===== src/rtl/seq_pkg.sv =====
// Shared definitions for the 4-state C->Y sequence walk 0->1->3->2->0,
// used by both the receiver and its transmit-side driver.
package seq_pkg;

    localparam logic [1:0] S0 = 2'd0;
    localparam logic [1:0] S1 = 2'd1;
    localparam logic [1:0] S3 = 2'd3;
    localparam logic [1:0] S2 = 2'd2;

    localparam logic [1:0] ST_IDLE    = 2'd0;
    localparam logic [1:0] ST_DRIVE   = 2'd1;
    localparam logic [1:0] ST_RECOVER = 2'd2;

    function automatic logic [1:0] seq_next(input logic [1:0] state, input logic c);
        case (state)
            S0:      return c ? S1 : S0;
            S1:      return c ? S1 : S3;
            S3:      return c ? S2 : S3;
            S2:      return c ? S2 : S0;
            default: return state;
        endcase
    endfunction

    // Mealy output: in S2 the receiver's Y follows C combinationally.
    function automatic logic seq_y(input logic [1:0] state, input logic c);
        case (state)
            S3:      return 1'b1;
            S2:      return c;
            default: return 1'b0;
        endcase
    endfunction

endpackage


===== src/rtl/seq_model.sv =====
// Mirror of the receiver's sequence state plus its predicted Y output.
module seq_model
    import seq_pkg::*;
(
    input  logic       clk,
    input  logic       rst_n,
    input  logic       c_in,
    output logic [1:0] mstate,
    output logic       pred_y
);

    logic [1:0] mstate_q, mstate_d;

    always_comb begin
        mstate_d = seq_next(mstate_q, c_in);
    end

    always_ff @(posedge clk or negedge rst_n) begin
        if (!rst_n) begin
            mstate_q <= S0;
        end else begin
            mstate_q <= mstate_d;
        end
    end

    assign mstate = mstate_q;
    assign pred_y = seq_y(mstate_q, c_in);

endmodule


===== src/rtl/seq_circuit_driver.sv =====
// Drives serial C so the receiver completes N full 0->1->3->2->0 loops, and
// checks the receiver's Y against a mirror model every cycle.
module seq_circuit_driver
    import seq_pkg::*;
#(
    parameter int CW   = 8,
    parameter int HOLD = 0,
    parameter int EW   = 8
) (
    input  logic          clk,
    input  logic          rst_n,
    input  logic          start,
    input  logic [CW-1:0] cycles,
    input  logic          abort,
    input  logic          y_in,
    input  logic          chk_en,
    input  logic          clr_err,
    output logic          c_out,
    output logic          busy,
    output logic          done,
    output logic [1:0]    mstate,
    output logic          mismatch,
    output logic [EW-1:0] err_cnt
);

    localparam int DW = (HOLD > 0) ? $clog2(HOLD + 1) : 1;

    logic [1:0]    fsm_q, fsm_d;
    logic          c_q, c_d;
    logic          done_q, done_d;
    logic [CW-1:0] loops_q, loops_d;
    logic [DW-1:0] dwell_q, dwell_d;
    logic [1:0]    level_q, level_d;
    logic          mismatch_q, mismatch_d;
    logic [EW-1:0] err_cnt_q, err_cnt_d;

    logic [1:0] mstate_w;
    logic       pred_y;
    logic       level_end;
    logic       loop_end;

    seq_model u_model (
        .clk    (clk),
        .rst_n  (rst_n),
        .c_in   (c_q),
        .mstate (mstate_w),
        .pred_y (pred_y)
    );

    assign level_end = (dwell_q == DW'(HOLD));
    assign loop_end  = level_end && (level_q == 2'd3);

    // Level 3 ending means the receiver is back in S0, so a loop boundary is
    // the only safe point to leave DRIVE/RECOVER.
    always_comb begin
        fsm_d   = fsm_q;
        c_d     = c_q;
        done_d  = 1'b0;
        loops_d = loops_q;
        dwell_d = dwell_q;
        level_d = level_q;
        case (fsm_q)
            ST_IDLE: begin
                c_d = 1'b0;
                if (start && (mstate_w == S0)) begin
                    if (cycles == '0) begin
                        done_d = 1'b1;
                    end else begin
                        fsm_d   = ST_DRIVE;
                        c_d     = 1'b1;
                        loops_d = cycles;
                        dwell_d = '0;
                        level_d = 2'd0;
                    end
                end
            end
            ST_DRIVE, ST_RECOVER: begin
                if (!level_end) begin
                    dwell_d = dwell_q + DW'(1);
                end else begin
                    dwell_d = '0;
                    if (level_q != 2'd3) begin
                        level_d = level_q + 2'd1;
                        c_d     = ~c_q;
                    end else begin
                        level_d = 2'd0;
                        if ((fsm_q == ST_DRIVE) && !abort && (loops_q != CW'(1))) begin
                            loops_d = loops_q - CW'(1);
                            c_d     = 1'b1;
                        end else begin
                            fsm_d  = ST_IDLE;
                            c_d    = 1'b0;
                            done_d = (fsm_q == ST_DRIVE) && !abort;
                        end
                    end
                end
                if ((fsm_q == ST_DRIVE) && abort && !loop_end) begin
                    fsm_d = ST_RECOVER;
                end
            end
            default: begin
                fsm_d = ST_IDLE;
                c_d   = 1'b0;
            end
        endcase
    end

    always_comb begin
        mismatch_d = mismatch_q;
        err_cnt_d  = err_cnt_q;
        if (clr_err) begin
            mismatch_d = 1'b0;
            err_cnt_d  = '0;
        end else if (chk_en && (y_in != pred_y)) begin
            mismatch_d = 1'b1;
            if (err_cnt_q != '1) begin
                err_cnt_d = err_cnt_q + EW'(1);
            end
        end
    end

    always_ff @(posedge clk or negedge rst_n) begin
        if (!rst_n) begin
            fsm_q      <= ST_IDLE;
            c_q        <= 1'b0;
            done_q     <= 1'b0;
            loops_q    <= '0;
            dwell_q    <= '0;
            level_q    <= 2'd0;
            mismatch_q <= 1'b0;
            err_cnt_q  <= '0;
        end else begin
            fsm_q      <= fsm_d;
            c_q        <= c_d;
            done_q     <= done_d;
            loops_q    <= loops_d;
            dwell_q    <= dwell_d;
            level_q    <= level_d;
            mismatch_q <= mismatch_d;
            err_cnt_q  <= err_cnt_d;
        end
    end

    assign c_out    = c_q;
    assign busy     = (fsm_q != ST_IDLE);
    assign done     = done_q;
    assign mstate   = mstate_w;
    assign mismatch = mismatch_q;
    assign err_cnt  = err_cnt_q;

endmodule


===== config.mk =====
export PLATFORM = sky130hd
export DESIGN_NAME = seq_circuit_driver
export DESIGN_NICKNAME = d
export VERILOG_FILES = /design/src/rtl/seq_pkg.sv /design/src/rtl/seq_model.sv /design/src/rtl/seq_circuit_driver.sv
export SDC_FILE = /design/constraint.sdc
export NUM_CORES = 1
export LEC_CHECK = 0
export BUFFER_PORTS_ARGS = -buffer_cell sky130_fd_sc_hd__buf_2
export CORE_MARGIN = 1
export CORE_UTILIZATION = 46
export CTS_CLUSTER_DIAMETER = 50
export DETAILED_ROUTE_END_ITERATION = 7
export GPL_ROUTABILITY_DRIVEN = 0
export GPL_TIMING_DRIVEN = 0
export PLACE_DENSITY = 0.73
export SYNTH_ARGS = -nofsm -noshare
export SYNTH_HDL_FRONTEND = slang
export SYNTH_HIERARCHICAL = 1
export SYNTH_SLANG_ARGS = --single-unit

===== constraint.sdc =====
create_clock -name clk -period 1.95 [get_ports clk]
set_input_delay 0.195 -clock clk [delete_from_list [all_inputs] [get_ports clk]]
set_output_delay 0.195 -clock clk [all_outputs]
set_load 0.02 [all_outputs]

==> metrics.cfg, run 1 <==
[outcome]
outcome=completed

[cts]
cts_tree=done
clk_pin_slew_ps=150
cts_buffers=3
clk-insertion-delay-late_ps=320
htree_levels=1
root_buffer=clkbuf_4
ctsLongestPathBuffers=2
cts_num_sinks=25

[synthesis]
async_flop_share_pct=100.0
synth-xor-area-share_pct=3.977
synth-adder-area-share_pct=5.682
syn_area_um2=1541
synthMuxAreaShare_pct=3.977
synth_edf_count=0
syn_area_per_cell_um2=9.756
synth_top_family_by_area=simple AND/OR/NAND/NOR gates
yosys_warnings=6
yosysTopAreaCellShare_pct=40.58
synthesis.nets=180
synth_seq_cells=25
yosysSeqAreaShare_pct=40.58
synthCells=158
ys_types=47
synth_most_common_cell=dfrtp_1
ys_top_cells_by_count=dfrtp_1, nand2_1, nor2_1
synth_simple_gate_area_share_pct=26.06
synthTopCellsByArea=dfrtp_1, ha_1, nand2_1, nor2_1, mux2i_1
synth-main-ff-cell=dfrtp_1
synth_compound_area_share_pct=14.85
synth.largest_area_cell=dfrtp_1

[setup_path]
critPathRequiredTime_ps=2170
cp_max_fo=6
path_class=flop to flop
worst_r2r_path_depth=8
r2r-end=loops_q[5]$_DFFE_PN0P_
critical-path-max-stage-delay_ps=430
crit_cells=8
startpoint=fsm_q[1]$_DFFE_PN0P_
slowest_stage=dfrtp_1
cp_num_buf_inv=4
crit_family=buffers and inverters
worstReg2RegStart=fsm_q[1]$_DFFE_PN0P_
worstSetupEndpointType=flop
cp.arrival_ps=2140
startpoint_type=flop
r2r_slack_ps=40
path_cells=inv_2 > ha_4 > buf_4 > nor2_1 > o22ai_4 > buf_6 > buf_8 > a211o_1
critPathCapture=loops_q[5]$_DFFE_PN0P_

[final_layout]
antenna_cells=0
fin_cells=240
nets=219
drive_above_1_share_pct=32.65
area_growth_syn_to_layout_pct=25.32
fillers=282

[pwr]
seqPwrFrac_pct=30.1
peakVddDrop_mv=0.7844
p_comb_share_pct=61.3
finalPower_mw=2.804
swShare_pct=43.96
power_density_nw_per_um2=1451
power_leakage_nw=0.8399
p_sw_mw=1.232
clockPowerShare_pct=8.6
power.internal_mw=1.571

[die]
dieHeight_um=59.89
die_w_um=59.89
initial_core_util_pct=49.28
dieArea_um2=3587
rows=20
ios=29
core_area_um2=3128

[routing]
drt_iter0_drc=48
antenna_left=0
vias=1318
wl_per_cell_um=14.33
via_per_inst=5.492
drc=0
first_pass_iters=4
wl_um=3438

[global_routing]
grt_pass1_wl_um=5747
grt_max_degree=26
gr-usage-all-layers_pct=21.42
overflow=0
antenna_found_initial=0
first_global_vias=1288

[timing]
setup_viol=0
slew_viol_final=0
hold_violations=0
max_slew_margin_pct=61.45
skew_ps=2.154
period_needed_ps=1913
fmax_mhz=522.9
worst_pin_slew_ps=578.3
post-route-period-util_pct=98.08
rsz0062_at_grt=yes

[hold_path]
worst_hold_path_type=primary input to flop

[placement]
numPortBuffers=27
hpwl_um=2466
post-place-cells=229

[run]
drv_cap=0

layout by cell type, fill, tap and decap left out, drive strengths merged, types with 6 or more instances in the layout:
cell / n
nand2: 14
inv: 11
nand3: 6
buf: 35
dfrtp: 25
nor3: 6
clkbuf: 6
ha: 7
nor2: 14
o21ai: 9
what timing repair did:
| action | CTS | global route |
|---|---|---|
| hold buffers | 1 | 0 |
| setup buffers | 3 | 1 |
| cloned | 1 | 1 |
| hold endpoints to repair | 25 | 0 |
| endpoints found under the setup margin | 8 | 10 |
| pin swaps | 2 | 8 |
| gates resized for setup | 8 | 8 |
cells by family after synthesis:
| family | Yosys count |
|---|---|
| simple gates | 67 |
| compound gates | 30 |
| flops | 25 |
| buf+inv | 16 |
| xor+xnor | 7 |
| fa+ha+maj | 7 |
| mux | 6 |
per-layer routing:
layer	GRT usage, %	part of all wire [%]	vias up
met2	34.76	50	30
met4	8.970	1.3	0
met5	0	0	-
li1	-	-	641
met3	3.030	3.3	6
met1	28.53	46	641
worst min path at each step:
stage,from,endpoint,depth (start not counted)
2_1_floorplan,rst_n,c_out$_DFF_PN0_,0
3_3_place_gp,rst_n,fsm_q[0]$_DFFE_PN0P_,1
3_5_place_dp,rst_n,fsm_q[0]$_DFFE_PN0P_,1
4_1_cts,chk_en,mismatch$_DFFE_PN0P_,3
5_1_grt,chk_en,mismatch$_DFFE_PN0P_,3
6_report,abort,fsm_q[1]$_DFFE_PN0P_,2
power by group through the flow:
stage	clock network (mW)	logic, mW	registers [mW]
4_1_cts	0.250	1.56	0.832
6_report	0.242	1.72	0.843
3_5_place_dp	0	1.41	0.842
2_1_floorplan	0	1.05	0.868
5_1_grt	0.272	1.88	0.864
3_3_place_gp	0	1.36	0.831
metrics by stage:
stage | util (%) | setup TNS, ps | instance area, um^2 | hold slack (ps) | worst slack, ps
after floorplan | - | 0 | 1541 | -100.6 | 73.86
after global routing | 61.76 | -263.7 | 1932 | 148.7 | -57.03
after CTS | 58.92 | 0 | 1843 | 129.8 | 0.4803
after global placement | 55.36 | -431.2 | 1732 | 216.6 | -87.56
final | 61.76 | 0 | 1932 | 144.5 | 37.47
after detailed placement | 55.36 | -621.6 | 1732 | 227.5 | -119.3
cell type report:
type / count / area [um^2] / area share, %
multi-input cells: 117 / 937.1 / 48.51
flip-flops and latches: 25 / 625.6 / 32.38
repair buffers: 34 / 205.2 / 10.62
well taps: 44 / 55.05 / 2.850
inverters: 11 / 41.29 / 2.137
plain buffers: 5 / 37.54 / 1.943
clock buffers: 3 / 22.52 / 1.166
clock inverters: 1 / 7.507 / 0.3886
state kept, by name (all words and copies together) (netlist names), named ones only:
signal and flops:
c_out 1, done 1, err_cnt 8, fsm_q 2, level_q 2, loops_q 8
mismatch 1
Power figures use the tool's default switching activity.
==> run 2: changes to the inputs <==
PLACE_DENSITY = 0.69   (was 0.73)
==> metrics.cfg, run 2 (same netlist as run 1, synthesis figures left out) <==
[setup_path]
crit_family=compound AO/OA/AOI/OAI gates
startpoint=fsm_q[1]$_DFFE_PN0P_
r2r_slack_ps=50
startpoint_type=flop
critical-path-max-stage-delay_ps=390
cp_max_fo=6
worst_r2r_path_depth=8
critPathRequiredTime_ps=2180
cp_num_buf_inv=3
path_class=flop to flop
slowest_stage=dfrtp_1
cp.arrival_ps=2130
path_cells=inv_2 > ha_4 > and4b_1 > a21boi_4 > o22ai_4 > buf_6 > buf_8 > a211o_1
worstSetupEndpointType=flop
worstReg2RegStart=fsm_q[1]$_DFFE_PN0P_
r2r-end=loops_q[5]$_DFFE_PN0P_

[routing]
top_layer_used=met4
drt_iter0_drc=55
wl_met2_um=1680
antenna_left=0
first_pass_iters=4
vias=1302
met1_length_um=1668
drc=0
wl_met3_um=114
wl_per_cell_um=14.39
wl_um=3482
via_per_inst=5.380

[global_routing]
antenna_found_initial=0
grt_pass1_wl_um=5513
grt_max_degree=26
first_global_vias=1208
gr-usage-all-layers_pct=20.39
overflow=0

[cts]
htree_levels=1
cts_buffers=3
clk_pin_slew_ps=160
ctsLongestPathBuffers=2
cts_num_sinks=25
clk-insertion-delay-late_ps=330
cts_tree=done
root_buffer=clkbuf_4

[timing]
fmax_mhz=527.0
max_slew_margin_pct=60.96
setup_viol=0
slew_viol_final=0
holdWs_ps=140.4
rsz0062_at_grt=yes
setup_ws_ps=52.34
skew_ps=6.452
hold_violations=0
worst_pin_slew_ps=585.7
post-route-period-util_pct=97.32
period_needed_ps=1898

[pwr]
power_leakage_nw=0.8531
peakVddDrop_mv=0.6234
power_density_nw_per_um2=1470

[die]
initial_core_util_pct=49.28
ios=29
rows=20
dieArea_um2=3587
die_w_um=59.89
core_area_um2=3128
dieHeight_um=59.89

[final_layout]
drive_above_1_share_pct=33.33
nets=221
area_growth_syn_to_layout_pct=26.79
layout_common_cells=buf_2, dfrtp_1, nand2_1, nor2_1, inv_1
antenna_cells=0
post-route-cell-area_um2=1954
final_common_cell=buf_2

[hold_path]
min_to=mismatch$_DFFE_PN0P_
hp-start=chk_en
hold_path_depth=3
worst_hold_path_type=primary input to flop

[placement]
hpwl_um=2375
numPortBuffers=27
dpl-instance-area_um2=1732
place_ws_ps=-95.61

[outcome]
outcome=completed

[run]
drv_cap=0

-- run 2: cell types whose count changed in the layout (fill, tap and decap cells not counted) --
| cell | delta |
|---|---|
| buf_4 | +3 |
| a21boi_2 | -1 |
| inv_2 | +1 |
| a21boi_4 | +1 |
| nor2_2 | -1 |
| buf_2 | -1 |
| inv_1 | -1 |
| nor2_1 | +1 |
-- run 2: tightest hold or removal path, cell delays in order --
cell     delay [ps]
buf_2           110
a21oi_1          60
nor2_1           80
-- run 2: cell type report --
cell class / instances / area [um^2]
Inverter: 11 / 41.29
Tap cell: 44 / 55.05
Buffer: 5 / 37.54
Multi-Input combinational cell: 117 / 942.2
Timing Repair Buffer: 36 / 222.7
Sequential cell: 25 / 625.6
Clock buffer: 3 / 22.52
Fill cell: 270 / 1174
Clock inverter: 1 / 7.507
-- run 2: metrics by stage --
stage | instances | utilization [%] | TNS, ps | total power, mW
after floorplan | 158 | - | 0 | 1.913
after detailed placement | 229 | 55.36 | -487.2 | 2.263
final | 242 | 62.48 | 0 | 2.873
after global routing | 242 | 62.48 | -94.85 | 3.084
after CTS | 237 | 58.20 | 0 | 2.598
after global placement | 229 | 55.36 | -461.9 | 2.196
-- run 2: what timing repair did --
action | in CTS | in global routing
buffers inserted | 3 | 3
cloned | 0 | 2
gates resized for setup | 3 | 15
pin swaps | 0 | 9
hold buffers | 1 | 0
setup endpoints to repair | 6 | 10
endpoints found under the hold margin | 25 | 0
-- run 2: metal layers --
| layer | track usage (%) | vias up |
|---|---|---|
| li1 | - | 647 |
| met1 | 28.94 | 627 |
| met2 | 32.86 | 26 |
| met3 | 1.948 | 2 |
| met4 | 5.980 | 0 |
| met5 | 0 | - |
-- run 2: how the worst max path moves through the flow --
stage                                   endpoint  cells after the start
after floorplan           loops_q[7]$_DFFE_PN0P_                      8
after global placement    loops_q[7]$_DFFE_PN0P_                      8
after detailed placement  loops_q[6]$_DFFE_PN0P_                      8
after CTS                 loops_q[6]$_DFFE_PN0P_                      8
after global routing      loops_q[3]$_DFFE_PN0P_                      8
final                     loops_q[5]$_DFFE_PN0P_                      8
-- run 2: power by group --
group	switching (mW)	internal [mW]	total, mW
Clock	0.175	0.0784	0.253
Sequential	0.169	0.672	0.841
Combinational	0.906	0.872	1.78
Total	1.25	1.62	2.87
==> run 3: changes to the inputs <==
REMOVE_ABC_BUFFERS = 1   (was unset)
==> metrics.cfg, run 3 (same netlist as run 1, synthesis figures left out) <==
[pwr]
clockPowerShare_pct=8.2
power_leakage_nw=0.8484
p_comb_share_pct=63.4
peakVddDrop_mv=0.6271
power.internal_mw=1.640
p_sw_mw=1.359
power_density_nw_per_um2=1508
finalPower_mw=2.999
seqPwrFrac_pct=28.4
swShare_pct=45.33

[die]
ios=29
rows=20
core_area_um2=3128
dieHeight_um=59.89
die_w_um=59.89
initial_core_util_pct=49.28
dieArea_um2=3587

[routing]
vias=1373
drt_iter0_drc=78
drc=0
wl_per_cell_um=15.16
first_pass_iters=6
wl_um=3713
via_per_inst=5.604
antenna_left=0

[cts]
cts_buffers=3
cts_num_sinks=25
clk_pin_slew_ps=150
htree_levels=1
clk-insertion-delay-late_ps=320
cts_tree=done
ctsLongestPathBuffers=2
root_buffer=clkbuf_4

[timing]
rsz0062_at_grt=yes
hold_violations=0
fmax_mhz=503.7
post-route-period-util_pct=101.8
period_needed_ps=1985
slew_viol_final=0
worst_pin_slew_ps=708.0
holdWs_ps=119.6
setup_ws_ps=-35.15
skew_ps=9.915
max_slew_margin_pct=52.73
setup_viol=5
tns_ps=-77.62

[setup_path]
critical-path-max-stage-delay_ps=440
worstSetupEndpointType=flop
critPathRequiredTime_ps=2220
path_class=flop to flop
slowest_stage=dfrtp_1
path_cells=inv_2 > ha_4 > and4b_1 > a21boi_4 > buf_12 > o22ai_4 > nor4b_2 > a211o_1
cp_max_fo=4
startpoint_type=flop
cp.arrival_ps=2250

[placement]
hpwl_um=2196
dpl-instance-area_um2=1703
numPortBuffers=28

[global_routing]
overflow=0
first_global_vias=1220
antenna_found_initial=0
gr-usage-all-layers_pct=21.77
grt_max_degree=26
grt_pass1_wl_um=5775

[hold_path]
worst_hold_path_type=primary input to flop

[final_layout]
antenna_cells=0
utilization_pct=63.60
nets=224
layout_common_cells=buf_2, dfrtp_1, nand2_1, nor2_1, buf_4
area_growth_syn_to_layout_pct=29.06
final_common_cell=buf_2
drive_above_1_share_pct=36.82
post-route-cell-area_um2=1989

[outcome]
violations=setup timing
outcome=complete, but fails checks

[run]
drv_cap=0

==> run 3: worst max-delay path: cells and delay by family, from the launching register on <==
kind	cells	cell delay, ps
and+or+nand+nor	2	510
AOI/OAI and AO/OA	3	490
DFF	1	440
buffers and inverters	2	220
adders and majority gates	1	270
==> run 3: final cells by class <==
type                    instances  area, um^2
clock buffers                   3       22.52
inverters                      11       45.04
fillers                       262        1139
repair buffers                 42       264.0
flip-flops and latches         25       625.6
clock inverters                 1       7.507
multi-input cells             119       969.7
well taps                      44       55.05
==> run 3: timing repair <==
| action | 4_1_cts | 5_1_grt |
|---|---|---|
| pin swaps | 3 | 4 |
| hold buffers | 1 | 0 |
| cloned | 2 | 0 |
| endpoints found under the setup margin | 11 | 8 |
| endpoints found under the hold margin | 25 | 0 |
| gates resized for setup | 18 | 4 |
| setup buffers | 5 | 8 |
==> run 3: path summary, 6_finish.rpt <==
kind / startpoint / end / slack (ps) / cells after the start
min reg2reg: mismatch$_DFFE_PN0P_ / mismatch$_DFFE_PN0P_ / 520 / 2
max: fsm_q[0]$_DFFE_PN0P_ / loops_q[6]$_DFFE_PN0P_ / -40 / 8
min: clr_err / err_cnt[6]$_DFFE_PN0P_ / 120 / 2
min in group asynchronous: rst_n / err_cnt[5]$_DFFE_PN0P_ / 380 / 2
max reg2reg: fsm_q[0]$_DFFE_PN0P_ / loops_q[6]$_DFFE_PN0P_ / -40 / 8
max in group asynchronous: rst_n / loops_q[7]$_DFFE_PN0P_ / 1190 / 2
==> run 3: through the flow <==
stage | std cells | setup WS (ps)
floorplan | 153 | -503.2
global placement | 225 | -809.8
detailed placement | 225 | -883.2
CTS | 237 | 1.856
global route | 245 | -122.0
finish | 245 | -35.15
==> run 3: power by group through the flow <==
stage	Combinational [mW]	Sequential (mW)	Clock (mW)
2_1_floorplan	0.965	0.868	0
3_3_place_gp	1.25	0.831	0
3_5_place_dp	1.31	0.840	0
4_1_cts	1.64	0.847	0.246
5_1_grt	2.07	0.872	0.272
6_report	1.90	0.851	0.246
==> run 3: per-layer routing <==
metal | global-route usage [%] | wire length (um)
met3 | 2.814 | 120
met1 | 30.27 | 1738
met2 | 34.92 | 1779
met4 | 7.309 | 74
met5 | 0 | 0
